$ cat config.mk
export PLATFORM = sky130hd
export DESIGN_NAME = ras_stack_flat
export DESIGN_NICKNAME = d
export VERILOG_FILES = /design/src/rtl/ras_stack_pkg.sv /design/src/rtl/ras_stack_if.sv /design/src/rtl/ras_stack.sv /design/src/flat_wrapper.sv
export SDC_FILE = /design/constraint.sdc
export NUM_CORES = 1
export LEC_CHECK = 0
export CORE_ASPECT_RATIO = 1.5
export CORE_MARGIN = 2
export CORE_UTILIZATION = 60
export CTS_BUF_LIST = sky130_fd_sc_hd__clkbuf_4
export CTS_CLUSTER_DIAMETER = 80
export DETAILED_ROUTE_END_ITERATION = 8
export PLACE_DENSITY = 0.86
export SYNTH_ARGS = -nofsm -noshare
export SYNTH_HDL_FRONTEND = slang
export SYNTH_SLANG_ARGS = --single-unit
$ cat constraint.sdc
create_clock -name clk -period 18.65 [get_ports clk]
set_input_delay 3.73 -clock clk [delete_from_list [all_inputs] [get_ports clk]]
set_output_delay 3.73 -clock clk [all_outputs]
set_load 0.01 [all_outputs]
$ cat src/rtl/ras_stack_pkg.sv
// Shared branch-predictor types for the return address stack, so pipeline
// registers downstream can carry a ras_ckpt_t alongside each instruction.
package ras_stack_pkg;

  localparam int unsigned RAS_DEPTH    = 8;
  localparam int unsigned RAS_PTR_W    = $clog2(RAS_DEPTH);
  localparam logic [31:0] RAS_LINK_OFS = 32'd8;

  typedef logic [31:0]          addr_t;
  typedef logic [RAS_PTR_W-1:0] ras_ptr_t;
  typedef logic [RAS_PTR_W:0]   ras_cnt_t;

  typedef struct packed {
    ras_ptr_t tos;
    ras_cnt_t count;
  } ras_ckpt_t;

  // Count saturates at DEPTH: a push onto a full stack recycles the oldest slot.
  function automatic ras_cnt_t cnt_inc_sat(ras_cnt_t c);
    return (c == ras_cnt_t'(RAS_DEPTH)) ? c : c + ras_cnt_t'(1);
  endfunction

endpackage

$ cat src/rtl/ras_stack_if.sv
// Fetch/execute side of the return address stack: push/pop from f1,
// prediction + checkpoint back to f1, and the exe recovery port.
interface ras_stack_if;
  import ras_stack_pkg::*;

  logic      push_valid;
  addr_t     push_pc;
  logic      pop_valid;
  logic      pred_valid;
  addr_t     pred_pc;
  ras_ckpt_t ckpt;
  logic      recover_valid;
  ras_ckpt_t recover_ckpt;
  logic      recover_push;
  addr_t     recover_pc;

  modport master (
    output push_valid, push_pc, pop_valid,
    output recover_valid, recover_ckpt, recover_push, recover_pc,
    input  pred_valid, pred_pc, ckpt
  );

  modport slave (
    input  push_valid, push_pc, pop_valid,
    input  recover_valid, recover_ckpt, recover_push, recover_pc,
    output pred_valid, pred_pc, ckpt
  );

endinterface

$ cat src/rtl/ras_stack.sv
// Speculative return address stack with a zero-latency top-of-stack read and
// checkpoint/restore of its pointers on an execute-stage mispredict.
module ras_stack
  import ras_stack_pkg::*;
#(
  parameter int unsigned DEPTH    = RAS_DEPTH,
  parameter addr_t       LINK_OFS = RAS_LINK_OFS
) (
  input  logic        clk,
  input  logic        reset,
  ras_stack_if.slave  bus
);

  addr_t    r_stack [DEPTH];
  ras_ptr_t r_tos;
  ras_cnt_t r_count;

  ras_ptr_t w_nxt_tos;
  ras_cnt_t w_nxt_count;
  logic     w_wr_en;
  ras_ptr_t w_wr_idx;
  addr_t    w_wr_data;

  assign bus.pred_pc    = r_stack[r_tos];
  assign bus.pred_valid = (r_count != '0);
  assign bus.ckpt       = '{tos: r_tos, count: r_count};

  always_comb begin
    // NOTE: every output gets a default first so no path through the ifs infers a latch.
    w_nxt_tos   = r_tos;
    w_nxt_count = r_count;
    w_wr_en     = 1'b0;
    w_wr_idx    = r_tos;
    w_wr_data   = bus.push_pc + LINK_OFS;

    if (bus.recover_valid) begin
      // f1 is being flushed, so its push/pop this cycle is deliberately dropped.
      w_nxt_tos   = bus.recover_ckpt.tos;
      w_nxt_count = bus.recover_ckpt.count;
      if (bus.recover_push) begin
        w_nxt_tos   = bus.recover_ckpt.tos + ras_ptr_t'(1);
        w_nxt_count = cnt_inc_sat(bus.recover_ckpt.count);
        w_wr_en     = 1'b1;
        w_wr_idx    = bus.recover_ckpt.tos + ras_ptr_t'(1);
        w_wr_data   = bus.recover_pc + LINK_OFS;
      end
    end else if (bus.push_valid && bus.pop_valid) begin
      w_wr_en     = 1'b1;
      w_nxt_count = (r_count == '0) ? ras_cnt_t'(1) : r_count;
    end else if (bus.push_valid) begin
      w_nxt_tos   = r_tos + ras_ptr_t'(1);
      w_nxt_count = cnt_inc_sat(r_count);
      w_wr_en     = 1'b1;
      w_wr_idx    = r_tos + ras_ptr_t'(1);
    end else if (bus.pop_valid && (r_count != '0)) begin
      w_nxt_tos   = r_tos - ras_ptr_t'(1);
      w_nxt_count = r_count - ras_cnt_t'(1);
    end
  end

  always_ff @(posedge clk or posedge reset) begin
    if (reset) begin
      r_tos   <= '0;
      r_count <= '0;
      // NOTE: the array is reset (flops, not a RAM) so pred_pc reads 0 the instant reset asserts.
      for (int i = 0; i < int'(DEPTH); i++) r_stack[i] <= '0;
    end else begin
      // NOTE: non-blocking updates so every register samples the pre-edge state.
      r_tos   <= w_nxt_tos;
      r_count <= w_nxt_count;
      if (w_wr_en) r_stack[w_wr_idx] <= w_wr_data;
    end
  end

endmodule

$ cat src/flat_wrapper.sv
// flat-port wrapper written by rule: the top's interface ports become plain ports
module ras_stack_flat import ras_stack_pkg::*;
#(
  parameter int unsigned DEPTH    = RAS_DEPTH,
  parameter addr_t       LINK_OFS = RAS_LINK_OFS
)
  (clk, reset, bus_push_valid, bus_push_pc, bus_pop_valid, bus_recover_valid, bus_recover_ckpt, bus_recover_push, bus_recover_pc, bus_pred_valid, bus_pred_pc, bus_ckpt);
  ras_stack_if bus_i ();
  input  logic clk;
  input  logic reset;
  input wire logic [$bits(bus_i.push_valid)-1:0] bus_push_valid;
  input wire logic [$bits(bus_i.push_pc)-1:0] bus_push_pc;
  input wire logic [$bits(bus_i.pop_valid)-1:0] bus_pop_valid;
  input wire logic [$bits(bus_i.recover_valid)-1:0] bus_recover_valid;
  input wire logic [$bits(bus_i.recover_ckpt)-1:0] bus_recover_ckpt;
  input wire logic [$bits(bus_i.recover_push)-1:0] bus_recover_push;
  input wire logic [$bits(bus_i.recover_pc)-1:0] bus_recover_pc;
  output wire logic [$bits(bus_i.pred_valid)-1:0] bus_pred_valid;
  output wire logic [$bits(bus_i.pred_pc)-1:0] bus_pred_pc;
  output wire logic [$bits(bus_i.ckpt)-1:0] bus_ckpt;
  assign bus_i.push_valid = bus_push_valid;
  assign bus_i.push_pc = bus_push_pc;
  assign bus_i.pop_valid = bus_pop_valid;
  assign bus_i.recover_valid = bus_recover_valid;
  assign bus_i.recover_ckpt = bus_recover_ckpt;
  assign bus_i.recover_push = bus_recover_push;
  assign bus_i.recover_pc = bus_recover_pc;
  assign bus_pred_valid = bus_i.pred_valid;
  assign bus_pred_pc = bus_i.pred_pc;
  assign bus_ckpt = bus_i.ckpt;
  ras_stack #(.DEPTH(DEPTH), .LINK_OFS(LINK_OFS)) u_core (.clk(clk), .reset(reset), .bus(bus_i));
endmodule
==> impl_results.rst <==
.. list-table::
   :header-rows: 1

   * - Metric
     - Value
   * - Final WS setup
     - 11.31 ns
   * - Crit path time final
     - 7.34 ns
   * - Sink Count
     - 263
   * - Area grow syn2layout
     - 14.5%
   * - Crit share post-route
     - 39.4%
   * - Row Count
     - 69
   * - Internal power
     - 1.60 mW
   * - Sum of negative setup slack
     - 0 ns
   * - Total overflow reported by the global router
     - 0
   * - Post-route DRC
     - 0
   * - Global-route wire length before repair
     - 59.1 mm
   * - Number of post-CTS setup repair buffers
     - 0
   * - Fraction of synthesized cell area in xor and xnor cells
     - 2.09%
   * - Mapped Nets
     - 1261
   * - Die width
     - 130 µm
   * - Vias
     - 11.0k
   * - Simple logic cell fraction of the synthesized area
     - 8.66%
   * - Number of clock buffers inserted by TritonCTS
     - 59
   * - Most frequently used cell type in the post-synthesis netlist
     - dfrtp_1
   * - Required time at the endpoint of the critical path
     - 14.92 ns
   * - Rel. slew slack
     - 18.7%
   * - Instance area at placement
     - 15600 µm²
   * - Unrepaired setup endpoints after global routing
     - false
   * - Worst-path cell chain
     - buf_4 > mux4_2 > mux2_2 > clkdlybuf4s50_1
   * - Cell area power density
     - 143 nW/µm²
   * - Distinct cell type count of the synthesized netlist
     - 60
   * - Top flip-flop cell by instance count after synthesis
     - dfrtp_1
   * - Number of warning messages in the yosys log
     - 0
   * - Number of pins exceeding their max-slew limit in the final report
     - 0
   * - Final Hold Vio Count
     - 0
   * - Clk_lat worst skew
     - 0.70 ns
   * - ANT nets after route
     - 0
   * - Switching power total
     - 0.737 mW
   * - Register-to-register path setup slack
     - 14.03 ns
   * - Setup crit end kind
     - primary output
   * - Portion of total power attributed to sequential cells
     - 43.3%
   * - Endpoints failing setup
     - 0
   * - TritonCTS clock tree
     - built
   * - DIE AREA
     - 25000 µm²
   * - Arrival @ worst endpoint
     - 3.61 ns
   * - Outcome
     - finished, final reports clean
   * - Share of synthesized area occupied by flip-flops and latches
     - 46.2%
   * - Crit path max-delay cell type
     - dfrtp_4
   * - Final instance count without filler cells
     - 1636
   * - Violation count after the first detailed-routing iteration
     - 1096
   * - Antenna violations before repair
     - 2
   * - Area of the core
     - 23500 µm²
   * - Cts repair resizes
     - 0
   * - Area share of the leading cell type in the synthesized netlist
     - 46.2%
   * - Cell count after synthesis
     - 1174
   * - Pre-CTS setup slack
     - 10.95 ns
   * - Util after Layout
     - 69.5%
   * - Setup crit start kind
     - flop
   * - Detailed placement HPWL
     - 24.6 mm
   * - Kind of cell with the highest combined delay on the critical path
     - buffers and inverters
   * - Combinational family with the most area after synthesis
     - multiplexers
   * - Achievable frequency
     - 136 MHz
   * - Share of total power consumed by net switching
     - 31.5%
   * - Number of primary I/O pins
     - 117
   * - Logic pwr share
     - 37.2%
   * - Iteration count of the initial detailed-routing pass
     - 8
   * - Vias per Instance
     - 6.73
   * - Number of nets in the final layout
     - 1362
   * - Register bit total from synthesis
     - 263
   * - Number of buffers and inverters on the critical path
     - 2
   * - Hold/Removal Path Class
     - reg -> reg
   * - Pin count of the biggest net entering global routing
     - 112
   * - Most frequent cells after synthesis
     - dfrtp_1, mux2_2, o21ai_0
   * - Register clock-pin slew on the reported worst setup and hold paths
     - 0.07 ns
   * - Synthesized-area fraction occupied by ao, oa, aoi and oai cells
     - 14.3%
   * - GRT Total Usage
     - 30.6%
   * - Worst-margin pin slew
     - 1.22 ns
   * - Initial core utilization
     - 60.7%
   * - Cell type with the highest aggregate area in the netlist
     - dfrtp_1
   * - Number of buffers inserted by port buffering
     - 116
   * - Share of cells above drive strength 1
     - 29.9%
   * - Final routed wire length divided by cell count
     - 22.9 µm
   * - Worst Skew
     - 0.0360 ns
   * - Adder-cell share of the synthesized area
     - 0.931%
   * - Hold_ws
     - 0.502 ns
   * - Area contributors post-synth
     - dfrtp_1, mux2_2, mux4_2, o31ai_1, o21ai_0
   * - Total detailed-routing wirelength
     - 37.5 mm
   * - Power after layout
     - 2.34 mW
   * - Fraction of power consumed by the clock network
     - 19.5%
   * - Slowest cell delay on critical path
     - 0.80 ns
   * - Hold-fix buffers, CTS
     - 0
   * - Via count of the first global-routing pass
     - 11.2k
   * - Clk Tree Root Cell
     - clkbuf_4
   * - Largest fanout on the critical path
     - 38
   * - Multiplexer share of the synthesized area
     - 24.6%
   * - Post-synth EDFFs
     - 0
   * - Crit Path Class
     - reg -> out
   * - Die Ht
     - 193 µm
   * - Cell total after placement
     - 1533
   * - Number of buffers on the longest clock path
     - 3
   * - Gpl congestion
     - 0.896
   * - Mapped Avg Cell Area
     - 12.1 µm²
   * - Maximum level of the CTS H-tree
     - 2
   * - Max-cap check violation count
     - 0
   * - Share of async-settable or async-resettable flops after synthesis
     - 100%
   * - Post-route design area
     - 16300 µm²
   * - Peak supply drop
     - 0.0000919 V
   * - Leak Pwr
     - 6.38 nW
   * - Cell area after synthesis
     - 14200 µm²
-- worst reg2reg max path, stage by stage, from the launching register on --
cell	delay (ns)
dfrtp_4	0.80
buf_4	0.67
ha_1	0.28
and3b_1	0.23
o21ai_1	0.14
a21oi_4	0.43
buf_4	0.51
or2_2	0.96
mux2_2	0.46
-- cells by family (layout without fill, tap and decap cells) --
group / after synthesis / count (layout)
AOI/OAI and AO/OA: 307 / 307
xor gates and xnor gates: 34 / 34
adders and majority gates: 10 / 10
buffers and inverters: 109 / 251
DFF: 263 / 263
muxes: 247 / 247
other: 0 / 1
and+or+nand+nor: 204 / 204
-- layout make-up --
| type | instances | area (µm²) |
|---|---|---|
| clock buffer | 93 | 698 |
| fill | 1717 | 7170 |
| clock inverter | 9 | 61.3 |
| tap | 319 | 399 |
| antenna | 1 | 2.50 |
| multi-input combinational | 802 | 7210 |
| timing repair buffer | 132 | 1280 |
| sequential | 263 | 6590 |
| inverter | 17 | 71.3 |
-- path summary, 6_finish.rpt --
path,to,depth (start not counted),from
hold reg to reg,u_core.r_stack[42],1,u_core.r_stack[42]
max in group asynchronous,u_core.r_tos[0],3,reset
min in group asynchronous,u_core.r_stack[21],2,reset
hold / removal,u_core.r_stack[42],1,u_core.r_stack[42]
setup reg to reg,u_core.r_stack[102],8,u_core.r_tos[0]
setup / recovery,bus_pred_pc[7],4,u_core.r_tos[0]
-- state kept, by name, summed over array words and instances (netlist names) --
| register | flops |
|---|---|
| u_core.r_tos | 3 |
| u_core.r_count | 4 |
| u_core.r_stack | 256 |
-- layer usage --
layer	vias to the layer above	track usage (%)	part of all wire (%)
li1	4765	-	-
met5	-	0	0.029
met2	564	51.4	51
met1	5537	36.8	37
met3	135	4.52	6.3
met4	2	19.6	6.2
-- power groups by stage --
stage / Clock, mW / Sequential (mW) / Combinational (mW)
after floorplan: 0 / 0.943 / 0.627
after global placement: 0 / 0.995 / 0.841
after detailed placement: 0 / 1.02 / 0.868
after CTS: 0.463 / 1.01 / 0.874
after global routing: 0.493 / 1.04 / 0.938
final: 0.455 / 1.01 / 0.870
-- layout by cell type, fill, tap and decap left out, types with 4 or more instances in the layout --
master	netlist	routed
nand2_1	45	45
nor3b_1	4	4
o31ai_2	8	8
nor3_2	14	14
and4_1	7	7
and3_1	4	4
xnor2_1	19	19
mux4_2	65	65
nor2_1	12	12
nor4_1	17	17
clkinv_1	0	6
clkdlybuf4s50_1	0	116
mux2_2	167	167
clkbuf_4	0	93
nand4_1	17	17
inv_1	17	16
buf_4	2	16
mux2i_1	13	13
o21a_1	5	5
o31ai_1	114	114
or4_1	4	4
nor3_1	20	20
nand2b_1	9	9
ha_1	9	9
a21oi_1	12	12
nor4_2	7	7
dfrtp_1	263	260
o211ai_1	4	4
nand3_1	19	19
o21ai_0	125	125
xor2_1	15	15
o31a_1	19	19
or2_2	7	7
Power figures use the tool's default switching activity.
==> edit 1, RTL diff (config.mk and constraints unchanged) <==
Reset style: synchronous (`reset`), changed in one clocked block.
--- a/src/rtl/ras_stack.sv
+++ b/src/rtl/ras_stack.sv
@@ -60,3 +60,3 @@
 
-  always_ff @(posedge clk or posedge reset) begin
+  always_ff @(posedge clk) begin
     if (reset) begin
Function: differs if reset is asserted again (counterexample within 4 cycles, from zero or initial values and one cycle with reset high); with reset held inactive, the same outputs for 4 cycles.
==> edit 1 against the unedited design <==
  * Synthesized cell count shrank 12%
  * Design area fell by 4.4%
  * Wire length fell by 8.9%
  * Register-to-register slack gained 1500 ps
  * First-iteration DRC count is 9.6% lower
  * Worst setup slack got worse by 2.9 ps
  * Sequential cell count up 3
  * Critical path depth unchanged
  * Global-route usage shrank 1.7 points
  * Area after synthesis decreased by 4.9%
Power is not compared: it rests on default switching activity, and its combinational part moved more than twofold at a synthesized area within 25%.
==> edit 1: results (changes against the unedited design) <==
* Vias in the first global route at 9,784 (was 11,200)
* Number of synthesized flops with an enable pin at 256 (was 0)
* Global router's overall resource usage at 28.9% (was 30.6%)
* Slowest stage cell, crit path: dfxtp_4 (was dfrtp_4)
* Syn nets at 1,119 (was 1,261)
* Initial antenna violation count at 1 (was 2)
* Pre-antenna DRT Iters at 7 (was 8)
* CP arrival at 3620 ps (was 3610 ps)
* Largest net degree at the start of global routing at 65 (was 112)
* Worst-Skew Late Latency at 670 ps (was 700 ps)
* Root buf cell: clkbuf_4 (unchanged)
* HPWL Detailed at 22.2 mm (was 24.6 mm)
* Worst Path Max Fanout at 35 (was 38)
* Worst hold slack at 526 ps (was 502 ps)
* Count of different cell masters after synthesis at 59 (was 60)
* Synth warn at 0 (unchanged)
* Crit path to: bus_pred_pc[21] (was bus_pred_pc[7])
* R2R Path Start: u_core.r_tos[0] (unchanged)
* Top delay family on crit path: buffers and inverters (unchanged)
* Hold WC Path Type: flip-flop to flip-flop (unchanged)
* Seq/Total Area, Yosys at 58.2% (was 46.2%)
* Starting DRC count in detailed routing at 991 (was 1,096)
* Post-DP Area at 14,900 um2 (was 15,600 um2)
* H-tree levels at 2 (unchanged)
* Routed WL at 34.2 mm (was 37.5 mm)
* R2R setup slack at 15,540 ps (was 14,030 ps)
* Startpoint types: flip-flop (unchanged)
* Hold path cells at 2 (was 1)
* Worst R2R Path Depth at 7 (was 8)
* Most common library cells after synthesis: edfxtp_1, nor2_1, nor3_1 (was dfrtp_1, mux2_2, o21ai_0)
* Ys flop type: edfxtp_1 (was dfrtp_1)
* Worst-margin pin slew at 1190 ps (was 1220 ps)
* CTS Buffer Depth at 3 (unchanged)
* Clk_skew at 30.4 ps (was 36.0 ps)
* Total CTS buffers at 58 (was 59)
* Main area contributors after synthesis: edfxtp_1, mux4_2, nor2_1, nor3_1, mux2_2 (was dfrtp_1, mux2_2, mux4_2, o31ai_1, o21ai_0)
* Post-CTS Setup Inserts at 0 (unchanged)
* CTS clock-pin slew for the worst setup and hold paths at 60 ps
* Nets@finish at 1,246 (was 1,362)
* Share of cells above drive strength 1 at 21.4% (was 29.9%)
* DR vias at 9,720 (was 11,000)
* Async set-reset flop share out of synthesis at 0% (was 100%)
* Reg2reg end: u_core.r_stack[2][1] (was u_core.r_stack[102])
* First-pass GRT wire length at 52.4 mm (was 59.1 mm)
* GP Congestion at 0.877 (was 0.896)
* Run status: finished, final reports clean (unchanged)
-- edit 1: cell type report --
type / instances / area (um2)
antenna: 2 / 5.00
sequential: 266 / 7890
tap: 276 / 345
inverter: 22 / 82.6
fill: 1480 / 6700
clock buffer: 79 / 593
timing repair buffer: 134 / 1300
clock inverter: 22 / 95.1
multi-input combinational: 675 / 5290
-- edit 1: layer usage --
| metal | wire length [um] | global-route usage [%] |
|---|---|---|
| met1 | 12100 | 35.2 |
| met2 | 17600 | 49.6 |
| met3 | 2840 | 4.74 |
| met4 | 1690 | 15.3 |
| met5 | 0 | 0 |
-- edit 1: per-stage QoR --
stage	instances	power, uW	worst slack, ps	utilization (%)
detailed placement	1373	949	10930	66.9
global route	1475	1400	11080	70.0
global placement	1373	943	11070	66.9
finish	1476	1350	11300	70.0
floorplan	1030	849	12020	-
CTS	1474	1360	11230	70.0
-- edit 1: cell families (layout without fill, tap and decap cells) --
| kind of cell | after synthesis | after routing | share of synthesized area (%) |
|---|---|---|---|
| AOI/OAI and AO/OA | 66 | 66 | 3.53 |
| other | 0 | 2 | 0 |
| buffers and inverters | 89 | 257 | 2.69 |
| adders and majority gates | 12 | 12 | 1.16 |
| xor gates and xnor gates | 34 | 34 | 2.20 |
| DFF | 266 | 266 | 58.2 |
| muxes | 112 | 112 | 14.5 |
| and+or+nand+nor | 451 | 451 | 17.7 |
-- edit 1: worst register-to-register path: cells and delay by family, from the launching register on --
kind                       cells  cell delay (ps)
and+or+nand+nor                2             1000
AOI/OAI and AO/OA              2              550
buffers and inverters          2              540
DFF                            1              400
adders and majority gates      1              300
-- edit 1: power by group --
part	internal, uW	switching [uW]	total (uW)
logic	111	120	231
registers	688	19.1	707
clock network	197	220	417
total	996	359	1350
-- edit 1: how the worst min path moves through the flow --
stage                 startpoint                end
2_1_floorplan    u_core.r_tos[0]          flip-flop
3_3_place_gp   u_core.r_count[2]  u_core.r_count[2]
3_5_place_dp     u_core.r_tos[0]          flip-flop
4_1_cts          u_core.r_tos[0]          flip-flop
5_1_grt          u_core.r_tos[0]          flip-flop
6_report         u_core.r_tos[0]          flip-flop
==> edit 2, RTL diff (same flow settings) <==
Without the edit above. Change the package constant `RAS_DEPTH` from 8 to 16.
--- a/src/rtl/ras_stack_pkg.sv
+++ b/src/rtl/ras_stack_pkg.sv
@@ -4,3 +4,3 @@
 
-  localparam int unsigned RAS_DEPTH    = 8;
+  localparam int unsigned RAS_DEPTH    = 16;
   localparam int unsigned RAS_PTR_W    = $clog2(RAS_DEPTH);
Ports: changed (resized bus_ckpt and bus_recover_ckpt); port bits go from 117 to 121. The function was not compared with the original's and may differ.
==> edit 2 against the unedited design <==
  * Global-route usage barely moved
  * Combinational power rose by 62%
  * Critical path depth grew 1
  * Worst setup slack worse by 1100 ps
  * Die area is 74% higher
  * Worst hold slack got worse by 25 ps
  * Total power up 81%
  * Wire length grew 69%
  * Utilization decreased by 2.0 points
  * Design area rose by 70%
  * Sequential cell count grew 258
  * Clock power increased by 94%
  * Register-to-register slack improved by 750 ps
  * Area after synthesis rose by 76%
  * Critical path type unchanged
  * Critical endpoint unchanged
==> edit 2: results (changes against the unedited design) <==
* Run status: finished, final reports clean (unchanged)
* Routed WL at 63.4 mm (was 37.5 mm)
* Most common library cells after synthesis: nand2_1, dfrtp_1, o21ai_0 (was dfrtp_1, mux2_2, o21ai_0)
* R2R setup slack at 14,780 ps (was 14,030 ps)
* Seq/Total Area, Yosys at 52.0% (was 46.2%)
* R2R Path Start: u_core.r_tos[2] (was u_core.r_tos[0])
* Biggest regs: u_core.r_stack x512, u_core.r_count x5, u_core.r_tos x4 (was u_core.r_stack x256, u_core.r_count x4, u_core.r_tos x3)
* CP arrival at 4720 ps (was 3610 ps)
* CP startpoint: u_core.r_tos[1] (was u_core.r_tos[0])
* Post_cts resized at 0 (unchanged)
* Clk_skew at 86.9 ps (was 36.0 ps)
* DR WL met2 at 32.7 mm (was 19.0 mm)
* Count of different cell masters after synthesis at 63 (was 60)
* Fillers at 2,926 (was 1,717)
* Top sig layer: met4 (was met5)
* Async set-reset flop share out of synthesis at 100% (unchanged)
* Nets@finish at 2,433 (was 1,362)
* Initial antenna violation count at 1 (was 2)
* Worst Path Max Fanout at 70 (was 38)
* Crit path to: bus_pred_pc[7] (unchanged)
* Pre-antenna DRT Iters at 5 (was 8)
* Root buf cell: clkbuf_4 (unchanged)
* Met3 routed WL at 4.32 mm (was 2.36 mm)
* Placed insts at 2,783 (was 1,533)
* H-tree levels at 3 (was 2)
* Total CTS buffers at 116 (was 59)
* Global router's overall resource usage at 30.6% (about the same)
* Syn nets at 2,333 (was 1,261)
* Wl on met1 at 22.6 mm (was 13.8 mm)
* CTS Buffer Depth at 3 (unchanged)
* Leakage power total at 0.0122 uW (was 0.00638 uW)
* Cell Count, Final, Fillers Out at 2,999 (was 1,636)
* First-pass GRT wire length at 102 mm (was 59.1 mm)
* Maximum vdd drop at 0.000105 V (was 0.0000919 V)
* Main area contributors after synthesis: dfrtp_1, mux4_2, nand2_1, o21ai_0, o21ai_1 (was dfrtp_1, mux2_2, mux4_2, o31ai_1, o21ai_0)
* Worst-margin pin slew at 1320 ps (was 1220 ps)
* HPWL Detailed at 37.6 mm (was 24.6 mm)
* Largest net degree at the start of global routing at 103 (was 112)
* Worst-Skew Late Latency at 900 ps (was 700 ps)
* Vias in the first global route at 19,700 (was 11,200)
* IO Port Bufs at 120 (was 116)
* DR vias at 18,600 (was 11,000)
* Share of cells above drive strength 1 at 20.5% (was 29.9%)
* Post-Synthesis Cells at 2,243 (was 1,174)
* Reg2reg end: u_core.r_stack[362] (was u_core.r_stack[102])
* GP Congestion at 0.845 (was 0.896)
edit 2: changes by cell type after synthesis, moves of 18 or more:
cell,delta
buf_6,+49
clkbuf_1,+40
dfrtp_1,+258
mux2_2,-164
mux4_2,+95
nand2_1,+498
o21ai_0,+120
o21ai_1,+223
o21ai_2,+64
o31a_1,-18
o31ai_1,-113
xnor2_1,+28
edit 2: worst min-delay path by stage:
| stage | startpoint | to | slack (ps) | cells after the start |
|---|---|---|---|---|
| 2_1_floorplan | u_core.r_stack[191] | u_core.r_stack[191] | 440 | 2 |
| 3_3_place_gp | u_core.r_stack[222] | u_core.r_stack[222] | 450 | 2 |
| 3_5_place_dp | u_core.r_stack[17] | u_core.r_stack[17] | 460 | 2 |
| 4_1_cts | u_core.r_stack[17] | u_core.r_stack[17] | 480 | 2 |
| 5_1_grt | u_core.r_stack[53] | u_core.r_stack[53] | 500 | 2 |
| 6_report | u_core.r_stack[11] | u_core.r_stack[11] | 480 | 2 |
edit 2: metal layers:
layer | up-vias | GRT usage [%]
met5 | - | 0
met2 | 842 | 52.4
met1 | 9287 | 35.6
met4 | 0 | 20.2
li1 | 8242 | -
met3 | 236 | 5.26
edit 2: cell families (layout without fill, tap and decap cells):
group	after synthesis	in the layout	share of synthesized area, %
AO/OA/AOI/OAI	595	595	13.8
flip-flops	521	521	52.0
buffers and inverters	200	397	4.69
multiplexers	181	181	15.3
XOR/XNOR	68	68	2.38
adder cells (fa/ha/maj)	11	11	0.579
other	0	1	0
AND/OR/NAND/NOR	667	667	11.3
edit 2: report_power, final:
part,switching (uW),leakage (uW),internal (uW),total [uW]
registers,300,0.00660,1640,1940
clock network,450,0.000889,432,882
logic,671,0.00473,743,1410
total,1420,0.0122,2820,4240
edit 2: layout make-up:
| class | instances | area, um2 | share of cell area, % |
|---|---|---|---|
| clock buffer | 175 | 1310 | 4.72 |
| timing repair buffer | 166 | 1550 | 5.56 |
| tap | 558 | 698 | 2.51 |
| sequential | 521 | 13000 | 46.9 |
| multi-input combinational | 1522 | 10900 | 39.3 |
| antenna | 1 | 2.50 | 0.00900 |
| inverter | 16 | 67.6 | 0.243 |
| clock inverter | 40 | 191 | 0.688 |
edit 2: worst max-delay path, stage by stage (launching register included):
cell,delay (ps)
dfrtp_4,450
buf_4,880
buf_4,890
mux4_2,610
mux4_2,520
clkdlybuf4s50_1,510
edit 2: metrics by stage:
| stage | hold slack [ps] | setup WS, ps | instance area, um2 |
|---|---|---|---|
| final | 477 | 10200 | 27800 |
| after global placement | 455 | 10860 | 26300 |
| after detailed placement | 464 | 10680 | 26300 |
| after CTS | 480 | 10120 | 27800 |
| after floorplan | 445 | 365 | 25100 |
| after global routing | 503 | 10000 | 27800 |
